[src/rtl/cpu_pkg.sv]
// Types shared between execute_stage and mem_wb_stage: datapath width, stage FSM
// encoding and the execute-to-memory bundle.
package cpu_pkg;

  localparam int XLEN = 32;

  typedef enum logic [1:0] {
    IDLE = 2'd0,
    MEM  = 2'd1,
    WB   = 2'd2
  } state_e;

  typedef struct packed {
    logic [4:0]      rd;
    logic [XLEN-1:0] result;
    logic [XLEN-1:0] store_data;
    logic            flag;
    logic            reg_wr_en;
    logic            mem_rd;
    logic            mem_wr;
  } ex_bundle_t;

endpackage

[src/rtl/mem_timeout_ctr.sv]
// Counts MEM cycles without a memory ack; o_tc flags the last cycle the stage
// will wait before aborting the access.
module mem_timeout_ctr #(
  parameter int TIMEOUT = 16
) (
  input  logic clk,
  input  logic rst_n,
  input  logic i_clr,
  input  logic i_en,
  output logic o_tc
);

  localparam int CW = (TIMEOUT > 2) ? $clog2(TIMEOUT) : 1;

  logic [CW-1:0] r_cnt;
  logic          w_tc;

  assign w_tc = (r_cnt == CW'(TIMEOUT - 1));
  assign o_tc = w_tc;

  always_ff @(posedge clk) begin
    if (!rst_n) begin
      r_cnt <= '0;
    end else if (i_clr) begin
      r_cnt <= '0;
    end else if (i_en && !w_tc) begin
      r_cnt <= r_cnt + CW'(1);
    end
  end

endmodule

[src/rtl/mem_wb_stage.sv]
// Memory-access and write-back stage: takes the execute bundle, runs a req/ack
// data-memory transaction for loads/stores and strobes the register file.
module mem_wb_stage #(
  parameter int XLEN    = 32,
  parameter int TIMEOUT = 16
) (
  input  logic            clk,
  input  logic            rst_n,
  input  logic            ex_valid,
  output logic            ex_ready,
  input  logic            ex_reg_wr_en,
  input  logic [4:0]      ex_rd,
  input  logic [XLEN-1:0] ex_result,
  input  logic [XLEN-1:0] ex_store_data,
  input  logic            ex_flag,
  input  logic            ex_mem_rd,
  input  logic            ex_mem_wr,
  output logic            dmem_req,
  output logic            dmem_we,
  output logic [XLEN-1:0] dmem_addr,
  output logic [XLEN-1:0] dmem_wdata,
  input  logic [XLEN-1:0] dmem_rdata,
  input  logic            dmem_ack,
  output logic            rf_wr_en,
  output logic [4:0]      rf_rd,
  output logic [XLEN-1:0] rf_wdata,
  output logic            flag_wb,
  output logic            mem_err
);

  import cpu_pkg::*;

  state_e          r_state;
  ex_bundle_t      r_op;
  logic            r_req;
  logic            r_rf_wr_en;
  logic [4:0]      r_rf_rd;
  logic [XLEN-1:0] r_rf_wdata;
  logic            r_flag_wb;
  logic            r_mem_err;
  logic            w_tc;
  logic            w_ctr_clr;
  logic            w_ctr_en;
  logic            w_is_mem;
  logic            w_ex_wr;
  logic            w_op_wr;

  assign w_is_mem  = ex_mem_rd | ex_mem_wr;
  assign w_ex_wr   = ex_reg_wr_en & (ex_rd != 5'd0);
  assign w_op_wr   = r_op.reg_wr_en & (r_op.rd != 5'd0);
  assign w_ctr_clr = (r_state != MEM);
  assign w_ctr_en  = (r_state == MEM) & ~dmem_ack;

  mem_timeout_ctr #(.TIMEOUT(TIMEOUT)) u_timeout (
    .clk   (clk),
    .rst_n (rst_n),
    .i_clr (w_ctr_clr),
    .i_en  (w_ctr_en),
    .o_tc  (w_tc)
  );

  assign ex_ready   = (r_state == IDLE);
  assign dmem_req   = r_req;
  assign dmem_we    = r_req & r_op.mem_wr;
  assign dmem_addr  = r_op.result;
  assign dmem_wdata = r_op.store_data;
  assign rf_wr_en   = r_rf_wr_en;
  assign rf_rd      = r_rf_rd;
  assign rf_wdata   = r_rf_wdata;
  assign flag_wb    = r_flag_wb;
  assign mem_err    = r_mem_err;

  always_ff @(posedge clk) begin
    if (!rst_n) begin
      r_state    <= IDLE;
      r_op       <= '0;
      r_req      <= 1'b0;
      r_rf_wr_en <= 1'b0;
      r_rf_rd    <= 5'd0;
      r_rf_wdata <= '0;
      r_flag_wb  <= 1'b0;
      r_mem_err  <= 1'b0;
    end else begin
      r_rf_wr_en <= 1'b0;
      r_mem_err  <= 1'b0;
      case (r_state)
        IDLE: begin
          if (ex_valid) begin
            if (w_is_mem) begin
              if (ex_result[1:0] != 2'b00) begin
                r_mem_err <= 1'b1;
              end else begin
                r_op  <= '{rd: ex_rd, result: ex_result, store_data: ex_store_data,
                           flag: ex_flag, reg_wr_en: ex_reg_wr_en,
                           mem_rd: ex_mem_rd, mem_wr: ex_mem_wr};
                r_req   <= 1'b1;
                r_state <= MEM;
              end
            end else begin
              // rf_rd/rf_wdata only move when a write is actually strobed
              r_rf_wr_en <= w_ex_wr;
              if (w_ex_wr) begin
                r_rf_rd    <= ex_rd;
                r_rf_wdata <= ex_result;
              end
              r_flag_wb <= ex_flag;
              r_state   <= WB;
            end
          end
        end
        MEM: begin
          // an ack arriving on the terminal count still completes the access
          if (dmem_ack) begin
            r_req <= 1'b0;
            if (r_op.mem_rd) begin
              r_rf_wr_en <= w_op_wr;
              if (w_op_wr) begin
                r_rf_rd    <= r_op.rd;
                r_rf_wdata <= dmem_rdata;
              end
              r_flag_wb <= r_op.flag;
              r_state   <= WB;
            end else begin
              r_state <= IDLE;
            end
          end else if (w_tc) begin
            r_req     <= 1'b0;
            r_mem_err <= 1'b1;
            r_state   <= IDLE;
          end
        end
        WB:      r_state <= IDLE;
        default: r_state <= IDLE;
      endcase
    end
  end

endmodule

[config.mk]
export PLATFORM = sky130hd
export DESIGN_NAME = mem_wb_stage
export DESIGN_NICKNAME = d
export VERILOG_FILES = /design/src/rtl/cpu_pkg.sv /design/src/rtl/mem_timeout_ctr.sv /design/src/rtl/mem_wb_stage.sv
export SDC_FILE = /design/constraint.sdc
export NUM_CORES = 1
export LEC_CHECK = 0
export ABC_AREA = 0
export BUFFER_PORTS_ARGS = -buffer_cell sky130_fd_sc_hd__buf_2
export CAP_MARGIN = 20
export CORE_AREA = 2 2 114 116
export DETAILED_ROUTE_END_ITERATION = 10
export DIE_AREA = 0 0 116 118
export GPL_ROUTABILITY_DRIVEN = 0
export PLACE_DENSITY = 0.76
export SLEW_MARGIN = 15
export SYNTH_ARGS = -nofsm -noshare
export SYNTH_HDL_FRONTEND = slang
export SYNTH_SLANG_ARGS = --single-unit
[constraint.sdc]
create_clock -name clk -period 1.55 [get_ports clk]
set_clock_uncertainty 0.2 [all_clocks]
set_input_delay 0.0775 -clock clk [delete_from_list [all_inputs] [get_ports clk]]
set_output_delay 0.0775 -clock clk [all_outputs]
set_load 0.02 [all_outputs]
# Yosys cells after proc, flatten, opt, wreduce, memory -nomap -nowiden
# Index checks and enable logic that the tools add are counted.
# W data, S select, Z words.
# word_totals
register_bits	120
input_bits	109
output_inout_bits	107
word_cells	93
# op_classes
addsub	1
n_eq_ne	13
mux	43
bitwise	8
reduce_logical	13
# ops
operator	count
$mux W32	6
$pmux W32 S2	1
$mux W5	6
$mux W1	18
$mux W2	6
$ne A2 B2 Y1 const B	6
$pmux W5 S2	1
$reduce_and A5 Y1	2
$reduce_bool A5 Y1	2
$pmux W1 S2	4
$reduce_and A7 Y1	1
$ne A2 B1 Y1 const B	3
$add A4 B1 Y4 const B	1
$and A1 B1 Y1	4
$eq A4 B4 Y1 const B	1
$pmux W2 S2	1
$reduce_and A4 Y1	1
$reduce_bool A2 Y1	2
$ne A3 B2 Y1 const B	1
$ne A3 B3 Y1 const B	1
$not A1 Y1	3
$reduce_and A3 Y1	1
$eq A2 B1 Y1 const B	1
$logic_not A2 Y1	1
other kinds (4)	4

# Longest topological paths before layout
# logic_depth
depth_word	6
mapped_depth	7
mapped_depth_nobuf	5

# Modules after synthesis
# Synthesis repeated with hierarchy kept, for this count alone.
# hier_totals
hier_cells	644
hier_area_um2	5426.5
# modules_own_cells
module	n_inst	cells_per_inst	area_each_um2	seq_area_each_um2
mem_wb_stage	1	622	5228.8	2322.2
mem_timeout_ctr	1	22	197.7	80.1

# Least setup slack after synthesis
# Ideal clock, no wire load.
# synth_path
path_kind	register to register
start	register r_state[1]
end	register r_op, in the netlist dmem_addr[18]
setup_time_ns	0.132
arrival_time_ns	1.531
required_time_ns	1.218
path_slack_ns	-0.314
path_stages_with_launch	7
path_buffers	2
synth_period_minus_slack_ns	1.864
path_cell_list	dfxtp_1 -> buf_2 -> nor2_1 -> nand4_1 -> clkbuf_1 -> nand2_1 -> a21oi_1
# synth_between
elab_chain_len	2
# synth_lines
item	line	rtl
start: declaration	mem_wb_stage.sv:33	state_e r_state;
start signal: assignment	mem_wb_stage.sv:75	r_state <= IDLE;
start signal: assignment	mem_wb_stage.sv:97	r_state <= MEM;
start signal: assignment	mem_wb_stage.sv:107	r_state <= WB;
$logic_not A2 Y1	-	
net ex_ready	mem_wb_stage.sv:10	output logic ex_ready,
$reduce_and A4 Y1 (no source line)	-	
end signal: assignment	mem_wb_stage.sv:93	r_op <= '{rd: ex_rd, result: ex_result, store_data: ex_store_data,
end: declaration	mem_wb_stage.sv:34	ex_bundle_t r_op;
# The timed path passes the listed nets, and every way through them passes these cells.
# A chain may end at the register's enable or synchronous reset.

# Final worst setup path
# layout_path
start	register r_state[1]
end	register r_op, in the netlist dmem_addr[3]
# layout_between
elab_chain_len	2
# layout_lines
item	line	rtl
$logic_not A2 Y1	mem_wb_stage.sv:86	case (r_state)
$reduce_and A4 Y1 (no source line)	-	
# No other way between the ends.

==> run_results.csv <==
group,metric,value,unit
clock_network,cts_buffers,17,
place,dp_hpwl,9470,um
worst_setup_path,crit_top_cell,"buf_4",
synthesis,synthTopCellsByArea,"dfxtp_1 (44%), nand2_1 (15%), buf_4 (9.0%), mux2_1 (7.7%), mux2i_1 (7.2%)",
final_layout,syn2layout_area_growth,61.8,%
synthesis,synth_nets,755,
worst_setup_path,reg2reg_setup_slack,-0.23,ns
place,portBuffers,215,
detailed_routing,vias_per_cell,5.09,
place,dpl_cell_area,0.00642,mm2
synthesis,ys_ff_latch,120,
detailed_routing,totalWireLength,19900,um
detailed_routing,ant_nets,0,
detailed_routing,drt_iter0_drc,322,
pwr,vdd_ir_drop_max,0.601,mV
synthesis,yosys_warnings,0,
timing,period_needed,1.78,ns
clock_network,tritoncts,"yes",
grt,grt_usage,0.287,
synthesis,syn_avg_cell_area,8.37,um2
synthesis,yosys.area.top_type_share,0.445,
floorplanning,row_count,41,
floorplanning,dieArea,0.0137,mm2
clock_network,clock_path_buffers,2,
final_layout,fillers,929,
synthesis,syn_inst,645,
floorplanning,core,0.0124,mm2
grt,grt_overflow,0,
place,dpl_worst_slack,-0.206,ns
worst_setup_path,arrival,1.87,ns
timing,hold_ws,-0.0798,ns
synthesis,synthDistinctLibCells,34,
clock_network,clock-sinks,120,
floorplanning,io-pin-count,216,
hold_path,hold_path.class,"primary input to register",
grt,grt_pass1_wl,30000,um
timing,hold_viol,1,
outcome,run_status,"finished, violations left",
grt,grt_pass1_vias,5769,
grt,grt_start_max_net_pins,66,
timing,worstMarginPinSlew,0.336,ns
final_layout,multi_input_area,0.00248,mm2
flow_run,maxCapViolCount,0,
worst_setup_path,start_kind,"register",
synthesis,syn-cell-area,0.00540,mm2
final_layout,layout-drive-gt1-share,0.362,
clock_network,cts.clk_slew.worst_paths,0.06,ns
clock_network,htreeDepth,4,
clock_network,worst_skew_pair.late_latency,0.41,ns
floorplanning,fp.dieH,118,um
worst_setup_path,cpPeakStageDelay,0.36,ns
timing,max_freq,561,MHz
detailed_routing,drt_pass1_iterations,5,
final_layout,fin_cells,1124,
worst_setup_path,path_cells,"buf_6, nor2_4, buf_4, nand4_1, buf_8, buf_4, buf_16, nand2_1, a21oi_1",
grt,grt_antenna_before_repair,0,
worst_setup_path,cp.buffers_inverters,5,
synthesis,ys_seq_area_frac,0.445,
timing,max-slew-margin-rel,0.775,
worst_setup_path,cp_slowest_cell,"dfxtp_4",
pwr,total_leakage_power,3.85,nW
clock_network,root_buffer,"clkbuf_16",
final_layout,final_area,0.00873,mm2
worst_setup_path,cp-end-kind,"register",
worst_setup_path,critPathTopFamily,"buffers and inverters",
timing,fin_setup_tns,-17.79,ns
outcome,violations,"hold timing, setup timing",
timing,fin_ws,-0.233,ns
pwr,p_total,8.22,mW
pwr,p_per_area,941,mW/mm2
final_layout,diodes,0,
synthesis,yosys.area.top_type,"dfxtp_1",
timing,period_share,1.15,
final_layout,regArea,0.00241,mm2
timing,rsz0062_at_grt,"yes",
final_layout,nets,1050,
timing,slew_violations,0,
floorplanning,die-width,116,um
worst_setup_path,crit_required,1.64,ns
detailed_routing,routedWlPerCell,17.7,um
worst_setup_path,crit_type,"register to register",
detailed_routing,drc,0,
final_layout,final_core_util,0.703,
place,place_inst,957,
detailed_routing,vias,5722,
worst_setup_path,crit_fanout,9,
floorplanning,initial_core_util,0.435,
timing,setup_violations,112,
clock_network,cts_hold_buf,109,
## cells by family after synthesis
| logic type | count (synthesis) | synth area share |
|---|---|---|
| buffers and inverters | 108 | 0.128 |
| DFF | 120 | 0.445 |
| adders and majority gates | 1 | 0.00232 |
| muxes | 77 | 0.152 |
| xor gates and xnor gates | 2 | 0.00325 |
| and+or+nand+nor | 257 | 0.191 |
| AOI/OAI and AO/OA | 80 | 0.0788 |
## layout make-up
cell class              instances  share of cell area
repair buffers                382               0.351
multi-input cells             417               0.284
flip-flops and latches        120               0.276
clock buffers                  23              0.0559
well taps                     172              0.0246
clock inverters                 8             0.00817
inverters                       2            0.000860
## flip-flops by register name, summed over array words and instances (netlist names), 2 cells and up
name             flops
r_state              2
rf_wdata            32
r_op                 9
rf_rd                5
dmem_wdata          32
u_timeout.r_cnt      4
dmem_addr           32
## layer usage
layer,up-vias,GRT usage,part of all wire
met5,-,0,0
li1,2664,-,-
met2,310,0.492,0.49
met3,60,0.0788,0.081
met1,2688,0.317,0.39
met4,0,0.154,0.038
## power breakdown
group	internal [mW]	switching [mW]	total, mW
logic	0.655	0.597	1.25
registers	3.17	0.0462	3.21
clock network	2.35	1.40	3.75
## layout by cell type, fill, tap and decap left out, types with 4 or more instances in the layout
cell type	instances
buf_2	214
nand2_1	208
dfxtp_1	116
dlygate4sd3_1	109
a21oi_1	59
mux2i_1	39
mux2_1	37
buf_4	26
clkbuf_16	17
nand2_2	12
a21oi_2	12
buf_12	12
buf_16	11
nor2_1	8
buf_6	6
clkinv_2	5
clkbuf_8	4
## cells in the mapped netlist
cell and number:
and2_1 1, and4_1 1, mux2i_1 39, nor4_1 1, mux2_2 1, o221a_1 1, dfxtp_1 120, a41oi_1 1
clkbuf_1 24, nand4_1 3, o22ai_1 1, nand4b_1 1, nor2_1 10, nand3_1 3, nor3b_1 1, or2_1 1
a21oi_1 71, nor2b_1 4, buf_2 14, buf_6 3, or4_1 2, and3_1 3, buf_4 65, a31oi_1 2
inv_1 2, xnor2_1 1, mux2_1 37, a211oi_1 3, nor3_1 5, xor2_1 1, or3b_1 1, nand2_1 220
ha_1 1, o32ai_1 1
## path summary, 6_finish.rpt
kind,from,endpoint,depth (start not counted)
worst min register to register,dmem_addr[19],dmem_addr[19],2
worst max register to register,r_state[1],dmem_addr[3],9
worst max-delay path,r_state[1],dmem_addr[3],9
worst min-delay path,ex_valid,mem_err,4
## repair_timing
item                                   in CTS  in global routing
cloned                                     13                  0
setup buffers                              12                  5
endpoints found under the hold margin     116                  1
pin swaps                                   4                  6
setup endpoints to repair                 112                120
gates resized for setup                    28                 36
## worst register-to-register path, stage by stage, from the launching register on
cell	delay, ns
dfxtp_4	0.36
buf_6	0.13
nor2_4	0.10
buf_4	0.12
nand4_1	0.11
buf_8	0.18
buf_4	0.16
buf_16	0.15
nand2_1	0.07
a21oi_1	0.08
Note: power is estimated with default switching activity, not from simulation.
